[src/rtl/noc_pkg.sv]
// Shared definitions for the buffered NoC router.
//   NOC_BIT_WIDTH / NOC_ADDR_WIDTH : default request data/address widths
//   noc_req_t                      : request record {data, addr} at default widths;
//                                    the router packs its FIFO words in the same order
//   noc_tag_width()                : source-tag width, never narrower than one bit
package noc_pkg;

  localparam int NOC_BIT_WIDTH  = 32;
  localparam int NOC_ADDR_WIDTH = 16;

  typedef struct packed {
    logic [NOC_BIT_WIDTH-1:0]  data;
    logic [NOC_ADDR_WIDTH-1:0] addr;
  } noc_req_t;

  function automatic int noc_tag_width(input int radix);
    int w;
    w = $clog2(radix);
    return (w < 1) ? 1 : w;
  endfunction

endpackage

[src/rtl/noc_req_fifo.sv]
// Per-core request FIFO.
//   clk, rst   : clock, synchronous active-high reset (empties the FIFO)
//   push       : write push_data (ignored while full)
//   pop        : drop the head entry (ignored while empty)
//   full       : count == DEPTH, from the registered count only
//   count      : occupancy 0..DEPTH
//   head       : oldest entry, valid whenever count != 0
module noc_req_fifo #(
  parameter int WIDTH = 48,
  parameter int DEPTH = 4,
  localparam int PW = $clog2(DEPTH),
  localparam int CW = $clog2(DEPTH + 1)
) (
  input  logic             clk,
  input  logic             rst,
  input  logic             push,
  input  logic [WIDTH-1:0] push_data,
  input  logic             pop,
  output logic             full,
  output logic [CW-1:0]    count,
  output logic [WIDTH-1:0] head
);

  logic [WIDTH-1:0] mem [DEPTH];
  logic [PW-1:0]    wr_ptr;
  logic [PW-1:0]    rd_ptr;
  logic             do_push;
  logic             do_pop;

  assign full    = (count == CW'(DEPTH));
  assign do_push = push && !full;
  assign do_pop  = pop && (count != '0);
  assign head    = mem[rd_ptr];

  // Storage carries no reset; only the pointers and count define validity.
  always_ff @(posedge clk) begin
    if (do_push) mem[wr_ptr] <= push_data;
  end

  // DEPTH is a power of two, so the pointers wrap naturally.
  always_ff @(posedge clk) begin
    if (rst) begin
      wr_ptr <= '0;
      rd_ptr <= '0;
      count  <= '0;
    end else begin
      if (do_push) wr_ptr <= wr_ptr + PW'(1);
      if (do_pop)  rd_ptr <= rd_ptr + PW'(1);
      case ({do_push, do_pop})
        2'b10:   count <= count + CW'(1);
        2'b01:   count <= count - CW'(1);
        default: count <= count;
      endcase
    end
  end

endmodule

[src/rtl/noc_buffered_router.sv]
// Buffered NoC router: RADIX core request channels merged onto one memory port,
// with tagged memory responses routed back to the owning core.
//   clk, rst                              : clock, synchronous active-high reset
//   en/Data/Addr_C2M_IN, rdy_C2M_IN       : per-core request valid/ready handshake
//   en/Data/Addr/Tag_C2M_OUT, rdy_C2M_OUT : registered memory request with backpressure
//   en/Data/Tag_M2C_IN                    : memory response (tag = destination core)
//   en_M2C_OUT, Data_M2C_OUT              : one-hot response valid, shared response data
//   err_tag                               : sticky, a response arrived with tag >= RADIX
// Handshake: a transfer happens on a rising edge where valid and ready are both 1;
// ready never depends on valid, and a source holds its payload stable until accepted.
module noc_buffered_router
  import noc_pkg::*;
#(
  parameter int RADIX      = 2,
  parameter int BIT_WIDTH  = NOC_BIT_WIDTH,
  parameter int ADDR_WIDTH = NOC_ADDR_WIDTH,
  parameter int DEPTH      = 4,
  localparam int TAG_W     = noc_tag_width(RADIX)
) (
  input  logic                        clk,
  input  logic                        rst,
  input  logic [RADIX-1:0]            en_C2M_IN,
  input  logic [RADIX*BIT_WIDTH-1:0]  Data_C2M_IN,
  input  logic [RADIX*ADDR_WIDTH-1:0] Addr_C2M_IN,
  output logic [RADIX-1:0]            rdy_C2M_IN,
  output logic                        en_C2M_OUT,
  output logic [BIT_WIDTH-1:0]        Data_C2M_OUT,
  output logic [ADDR_WIDTH-1:0]       Addr_C2M_OUT,
  output logic [TAG_W-1:0]            Tag_C2M_OUT,
  input  logic                        rdy_C2M_OUT,
  input  logic                        en_M2C_IN,
  input  logic [BIT_WIDTH-1:0]        Data_M2C_IN,
  input  logic [TAG_W-1:0]            Tag_M2C_IN,
  output logic [RADIX-1:0]            en_M2C_OUT,
  output logic [BIT_WIDTH-1:0]        Data_M2C_OUT,
  output logic                        err_tag
);

  localparam int REQ_W = BIT_WIDTH + ADDR_WIDTH;
  localparam int CW    = $clog2(DEPTH + 1);

  logic [RADIX-1:0] push;
  logic [RADIX-1:0] pop;
  logic [RADIX-1:0] full;
  logic [RADIX-1:0] pending;
  logic [CW-1:0]    fifo_count [RADIX];
  logic [REQ_W-1:0] fifo_head  [RADIX];

  logic [TAG_W-1:0] rr_ptr;
  logic [TAG_W-1:0] grant_idx;
  logic             grant_valid;
  logic [REQ_W-1:0] grant_head;
  logic             load;
  int               cand;

  // The output register can take a new word when empty or emptying this cycle.
  assign load       = !en_C2M_OUT || rdy_C2M_OUT;
  assign rdy_C2M_IN = ~full;

  for (genvar i = 0; i < RADIX; i++) begin : g_chan
    assign push[i]    = en_C2M_IN[i] && !full[i];
    assign pending[i] = (fifo_count[i] != '0);
    assign pop[i]     = load && grant_valid && (grant_idx == TAG_W'(i));

    noc_req_fifo #(
      .WIDTH (REQ_W),
      .DEPTH (DEPTH)
    ) u_fifo (
      .clk       (clk),
      .rst       (rst),
      .push      (push[i]),
      .push_data ({Data_C2M_IN[i*BIT_WIDTH +: BIT_WIDTH], Addr_C2M_IN[i*ADDR_WIDTH +: ADDR_WIDTH]}),
      .pop       (pop[i]),
      .full      (full[i]),
      .count     (fifo_count[i]),
      .head      (fifo_head[i])
    );
  end

  // Round-robin: search starts one past the last granted channel and wraps.
  // rr_ptr < RADIX always, so one subtraction is enough to wrap.
  always_comb begin
    grant_valid = 1'b0;
    grant_idx   = '0;
    grant_head  = '0;
    cand        = 0;
    for (int k = 1; k <= RADIX; k++) begin
      cand = int'(rr_ptr) + k;
      if (cand >= RADIX) cand = cand - RADIX;
      if (!grant_valid && pending[cand]) begin
        grant_valid = 1'b1;
        grant_idx   = TAG_W'(cand);
        grant_head  = fifo_head[cand];
      end
    end
  end

  // Output stage; fields hold while stalled, and hold on a drain with no successor.
  always_ff @(posedge clk) begin
    if (rst) begin
      en_C2M_OUT   <= 1'b0;
      Data_C2M_OUT <= '0;
      Addr_C2M_OUT <= '0;
      Tag_C2M_OUT  <= '0;
      rr_ptr       <= TAG_W'(RADIX - 1);
    end else if (load) begin
      if (grant_valid) begin
        en_C2M_OUT   <= 1'b1;
        Data_C2M_OUT <= grant_head[REQ_W-1:ADDR_WIDTH];
        Addr_C2M_OUT <= grant_head[ADDR_WIDTH-1:0];
        Tag_C2M_OUT  <= grant_idx;
        rr_ptr       <= grant_idx;
      end else begin
        en_C2M_OUT   <= 1'b0;
      end
    end
  end

  // Response demux: one-cycle registered, out-of-range tags are dropped and flagged.
  always_ff @(posedge clk) begin
    if (rst) begin
      en_M2C_OUT   <= '0;
      Data_M2C_OUT <= '0;
      err_tag      <= 1'b0;
    end else begin
      en_M2C_OUT <= '0;
      if (en_M2C_IN) begin
        if (int'(Tag_M2C_IN) < RADIX) begin
          en_M2C_OUT   <= RADIX'(1) << Tag_M2C_IN;
          Data_M2C_OUT <= Data_M2C_IN;
        end else begin
          err_tag <= 1'b1;
        end
      end
    end
  end

endmodule
[config.mk]
export PLATFORM = sky130hd
export DESIGN_NAME = noc_buffered_router
export DESIGN_NICKNAME = d
export VERILOG_FILES = /design/src/rtl/noc_pkg.sv /design/src/rtl/noc_req_fifo.sv /design/src/rtl/noc_buffered_router.sv
export SDC_FILE = /design/constraint.sdc
export NUM_CORES = 1
export LEC_CHECK = 0
export CORE_AREA = 2 2 204 206
export DETAILED_ROUTE_END_ITERATION = 8
export DIE_AREA = 0 0 206 208
export GPL_TIMING_DRIVEN = 0
export PLACE_DENSITY_LB_ADDON = 0.12
export SLEW_MARGIN = 5
export SYNTH_ARGS = -nofsm -noshare
export SYNTH_HDL_FRONTEND = slang
export SYNTH_SLANG_ARGS = --single-unit
[constraint.sdc]
create_clock -name clk -period 7.3 [get_ports clk]
set_input_delay 1.825 -clock clk [delete_from_list [all_inputs] [get_ports clk]]
set_output_delay 1.825 -clock clk [all_outputs]
set_load 0.005 [all_outputs]
== After elaboration in Yosys (flattened, before gate mapping) ==
Memories as Yosys holds them, arrays and structs flattened. A register that Yosys moved wholly into a read port is not among the register bits.
Index checks and enable logic that the tools add are counted.

* Add/sub/neg operators: 12
* Equal/unequal tests: 6
* Reductions and logical operators: 21
* Shift operators: 1
* $lt $le $gt $ge: 6
* Bitwise operators: 5
* Muxes and demuxes: 31

{| class="wikitable"
|+ Operator list
! kind !! number
|-
| 48-bit 2-to-1 mux || 8
|-
| 32-bit by 2-bit greater-or-equal comparator with 1-bit output (second input constant) || 2
|-
| 32-bit by 3-bit less-than comparator with 1-bit output (second input constant) || 2
|-
| 32-bit 2-to-1 mux || 2
|-
| 32-bit inverter || 2
|-
| 1-bit 2-to-1 mux || 15
|-
| 3-bit case mux with 2 select lines || 2
|-
| 1-bit logical AND || 10
|-
| 2-bit by 1-bit adder with 2-bit output (second input constant) || 4
|-
| 2-bit 2-to-1 mux || 4
|-
| 3-bit by 1-bit adder with 3-bit output (second input constant) || 2
|-
| 3-bit equality test (second input constant) || 2
|-
| 3-bit nonzero test || 2
|-
| 3-bit by 1-bit subtractor with 3-bit output (second input constant) || 2
|-
| 2-bit by 1-bit equality test with 1-bit output (second input constant) || 2
|-
| 2-bit equality test (second input constant) || 2
|-
| 1-bit logical NOT || 4
|-
| 2-bit nonzero test || 2
|-
| 3-bit by 2-bit subtractor with 4-bit output (second input constant) || 1
|-
| 1-bit by 2-bit adder with 3-bit output (second input constant) || 1
|-
| 3-bit by 2-bit greater-or-equal comparator with 1-bit output (second input constant) || 1
|-
| 2-bit by 2-bit subtractor with 3-bit output (second input constant) || 1
|-
| 1-bit by 1-bit adder with 2-bit output (second input constant) || 1
|-
| 2-bit greater-or-equal comparator (second input constant) || 1
|-
| 6 further kinds || 7
|}

* Word-level logic and storage cells: 97
* Input port bits: 135
* Bits in writable memories: 384
* Memories kept: 2
* Flip-flop bits (word level): 99

{| class="wikitable"
|+ Memory list
! memory !! depth !! bits a word !! rd ports !! clocked after Yosys merged registers in !! wr ports !! line !! RTL
|-
| g_chan[0].u_fifo.mem || 4 || 48 || 1 || 1 || 1 || noc_req_fifo.sv:24 || <nowiki>logic [WIDTH-1:0] mem [DEPTH];</nowiki>
|-
| g_chan[1].u_fifo.mem || 4 || 48 || 1 || 1 || 1 || noc_req_fifo.sv:24 ||
|}

== Longest topological paths before layout ==
* Depth in word-level cells: 15
* Depth in mapped cells: 11
* Mapped depth without buffers: 9

== Hierarchy ==
Synthesis repeated with hierarchy kept, for this count alone.

* Cells, all modules: 1076
* Area total of the unflattened synthesis: 18888.1 um^2

{| class="wikitable"
|+ By module, submodules not included
! module !! sequential area each (um^2) !! cells each !! area each (um^2) !! instances
|-
| noc_req_fifo || 5945.7 || 301 || 7382.1 || 2
|-
| noc_buffered_router || 1701.6 || 474 || 4124.0 || 1
|}

== Least setup slack after synthesis ==
No wires, ideal clock.

* Path kind: input -> register
* Start: in rdy_C2M_OUT
* End: reg g_chan[0].u_fifo.count[2]
* Stages on the path: 10
* Required time: 7230 ps
* Slack: 3598 ps
* Data arrival time: 3631 ps
* Buffers on the path: 2
* Cell sequence: nand2b_1 -> o211a_1 -> clkbuf_1 -> buf_2 -> ha_1 -> inv_1 -> fa_1 -> xor2_1 -> or3_1 -> a21oi_1

* Longest elaborated chain between the ends: 6

{| class="wikitable"
|+ RTL lines
! element !! line !! RTL
|-
| from (decl) || noc_buffered_router.sv:30 || <nowiki>input logic rdy_C2M_OUT,</nowiki>
|-
| 1-bit logical OR * || noc_buffered_router.sv:57 || <nowiki>assign load = !en_C2M_OUT || rdy_C2M_OUT;</nowiki>
|-
| 1-bit logical AND * (2 in series) || noc_buffered_router.sv:63 || <nowiki>assign pop[i] = load && grant_valid && (grant_idx == TAG_W'(i));</nowiki>
|-
| 1-bit logical AND * || noc_req_fifo.sv:32 || <nowiki>assign do_pop = pop && (count != '0);</nowiki>
|-
| via g_chan[0].u_fifo.do_pop || noc_req_fifo.sv:28 || <nowiki>logic do_pop;</nowiki>
|-
| 2-bit by 1-bit equality test with 1-bit output or 2-bit equality test (tied branches) || noc_req_fifo.sv:49 || <nowiki>case ({do_push, do_pop})</nowiki>
|-
| 3-bit case mux with 2 select lines or 2-bit nonzero test (tied branches) || n/a ||
|-
| to (signal assigned) || noc_req_fifo.sv:50 || <nowiki>2'b10: count <= count + CW'(1);</nowiki>
|-
| to (signal assigned) || noc_req_fifo.sv:51 || <nowiki>2'b01: count <= count - CW'(1);</nowiki>
|-
| to (signal assigned) || noc_req_fifo.sv:52 || <nowiki>default: count <= count;</nowiki>
|-
| to (decl) || noc_req_fifo.sv:20 || <nowiki>output logic [CW-1:0] count,</nowiki>
|}

Mark *: on every way through the listed nets, which the timed path passes. The rest lies on a longest branch.
A chain may end at the register's enable or synchronous reset.

== Worst setup path in the final report ==
Ends and elaborated chain as after synthesis.

==> impl_metrics.tcl <==
set metrics [dict create \
    synthMostInstantiatedCell "edfxtp_1" \
    start_util 0.438 \
    placement_rows 74 \
    syn_area_mm2 0.0178 \
    slew_violations 0 \
    max_freq_mhz 235 \
    firstDrtPassIters 7 \
    synth_warnings 0 \
    clk_pin_slew_ps 60 \
    holdBufCountCts 0 \
    cts_tree "built" \
    hold_class "reg2reg" \
    synth_cells 894 \
    portBuffers 218 \
    drc 0 \
    worstMarginPinSlew_ps 1040 \
    drv_cap 0 \
    routed_via_density 5.36 \
    seqCellArea_mm2 0.0136 \
    die_area_mm2 0.0428 \
    setup_viol 0 \
    syn_to_final_growth_pct 26.9 \
    cp_slowest_stage_delay_ps 490 \
    met3_length_um 2810 \
    postRouteAntennaNets 0 \
    tns_ps 0 \
    dr_wl_met2_um 20000 \
    crit_type "in2reg" \
    worst_ep_required_time_ps 7800 \
    yosys-top-cells-area "edfxtp_1, mux4_2, dfxtp_1" \
    synth.yosys.seq_area_share 0.765 \
    status "completed" \
    leakage_nw 7.52 \
    topRoutingLayerUsed "met5" \
    wl_per_cell_um 23.6 \
    min_period_ps 4260 \
    coreArea_mm2 0.0406 \
    ys_seq_elements 487 \
    cts_sinks 487 \
    cts.path.max_buffers 3 \
    dp_cells 1652 \
    wl_um 41200 \
    multi_input_area_mm2 0.00392 \
    critPathBufInv 4 \
    cpMaxStageDelayCell "clkdlybuf4s50_1" \
    hold_viol_final 0 \
    die_h_um 208 \
    clockRootBuffer "clkbuf_16" \
    maxSlewHeadroom 0.304 \
    hpwl_um 25700 \
    grt_pass1_wl_um 60700 \
    power_density_mw_per_mm2 352 \
    syn_area_per_cell_um2 19.9 \
    fillers 3248 \
    rsz0062_at_grt "no" \
    place_congestion 0.730 \
    synth_top_area_share 0.649 \
    drt_iter0_drc 652 \
    ys_types 37 \
    cp-start-kind "primary input" \
    wl_met1_um 17700 \
    synth_top_area_cell "edfxtp_1" \
    numCtsBuffers 50 \
    grt_start_max_net_pins 44 \
    fin_nets 1319 \
    postCtsSetupBuffers 0 \
    end_kind "register" \
    dieWidth_um 206 \
    grt_antenna_before_repair 2 \
    clk_latency_ps 580 \
    overflow 0 \
    grt_pass1_vias 9622 \
    via_count 9356 \
    crit_chain "clkdlybuf4s50_1 > nand2b_1 > o211a_1 > clkbuf_1 > buf_2 > ha_1 > inv_1 > fa_1 > xor2_1 > or3_1 > a21oi_1" \
    critPathArrivalTime_ps 4750 \
    synth_ff_type "edfxtp_1" \
    synth-edff-count 384 \
    clock-skew-final_ps 13.9 \
    post_cts_resized 0 \
    grt_use_total 0.194 \
    syn-num-nets 1041 \
    fin_cells 1745 \
    drive_gt1_frac 0.185 \
    ir_worst_vdd_v 0.000198 \
    fin_crit_sh 0.583 \
    path_delay_family "buffers and inverters" \
    n_antenna_cell 0 \
    synthArstFlopShare 0 \
    io_pins 222 \
    critPathMaxFanout 10 \
    synthTopCellsByCount "edfxtp_1, dfxtp_1, mux4_2" \
    cts-htree-levels 2 \
]
## worst min-delay path, stage by stage (launching register included)
cell,delay (ps)
dfxtp_1,320
mux2i_1,60
nor2_1,70
## cells by family after synthesis
logic type,synth area share
compound gates,0.0349
xor+xnor,0.00394
fa+ha+maj,0.00930
buf+inv,0.0163
flops,0.765
mux,0.140
other cells,0.000211
simple gates,0.0302
## layout make-up
cell class,count,share of cell area
sequential,487,0.603
multi-input combinational,341,0.174
timing repair buffer,226,0.105
clock buffer,73,0.0675
tap,532,0.0295
buffer,53,0.0107
clock inverter,20,0.00805
inverter,13,0.00216
## report_power, final
part	switching (mW)	total (mW)	internal, mW
sequential	0.129	3.49	3.36
combinational	0.995	1.87	0.871
clock	1.03	2.58	1.55
total	2.15	7.94	5.79
## registers in the layout, summed over array words and instances (netlist names), named ones only
name                  count
Tag_C2M_OUT               1
Addr_C2M_OUT             16
g_chan.u_fifo.rd_ptr      4
g_chan.u_fifo.count       6
Data_M2C_OUT             32
g_chan.u_fifo.wr_ptr      4
g_chan.u_fifo.mem       384
Data_C2M_OUT             32
rr_ptr                    1
en_C2M_OUT                1
en_M2C_OUT                2
## metrics by stage
stage / hold slack, ps / setup slack [ps] / cell area, um^2 / util / power [mW]
floorplan: 448 / 3600 / 17800 / - / 4.65
global placement: 472 / 1980 / 20600 / 0.508 / 5.40
detailed placement: 478 / 2460 / 20800 / 0.514 / 5.45
CTS: 488 / 3060 / 22500 / 0.556 / 8.04
global route: 507 / 2890 / 22500 / 0.556 / 8.31
finish: 490 / 3040 / 22500 / 0.556 / 7.94
## cells in the final DEF (no fill, tap or decap), types with 2 or more instances in the layout
cell type	netlist	layout
ha_1	10	10
buf_4	4	4
buf_12	0	4
clkbuf_1	25	34
a21oi_1	10	10
clkinv_1	0	2
nor2_1	92	92
dfxtp_1	103	103
clkdlybuf4s50_1	0	218
clkinvlp_4	0	2
o21ai_0	4	4
nor3_1	2	2
bufinv_16	0	3
clkbuf_16	0	54
or3b_1	2	2
or3_1	4	4
fa_1	2	2
a211o_1	2	2
a222oi_1	46	46
nand2_1	6	6
buf_2	22	22
xnor2_1	4	4
clkinv_2	0	12
a21bo_2	2	2
clkbuf_8	0	10
buf_16	0	4
buf_1	2	2
and2_1	2	2
inv_1	13	13
mux4_2	96	96
xor2_1	4	4
nand3b_1	2	2
and3_4	0	8
edfxtp_1	384	384
mux2i_1	32	32
## final timing paths
check	start	endpoint	slack [ps]	cells past startpoint
setup / recovery	rdy_C2M_OUT	g_chan[0].u_fifo.count[2]$_SDFFE_PP0P_	3040	11
hold / removal	Data_M2C_OUT[30]$_SDFFE_PP0P_	Data_M2C_OUT[30]$_SDFFE_PP0P_	490	2
setup reg to reg	g_chan[1].u_fifo.count[2]$_SDFFE_PP0P_	g_chan[0].u_fifo.count[2]$_SDFFE_PP0P_	4210	10
hold reg to reg	Data_M2C_OUT[30]$_SDFFE_PP0P_	Data_M2C_OUT[30]$_SDFFE_PP0P_	490	2
## metal layers
metal | up-vias | global-route usage
li1 | 4195 | -
met2 | 290 | 0.318
met3 | 48 | 0.0390
met4 | 4 | 0.0510
met5 | - | 0
met1 | 4819 | 0.268
No activity file was read; power rests on OpenSTA's default activity.
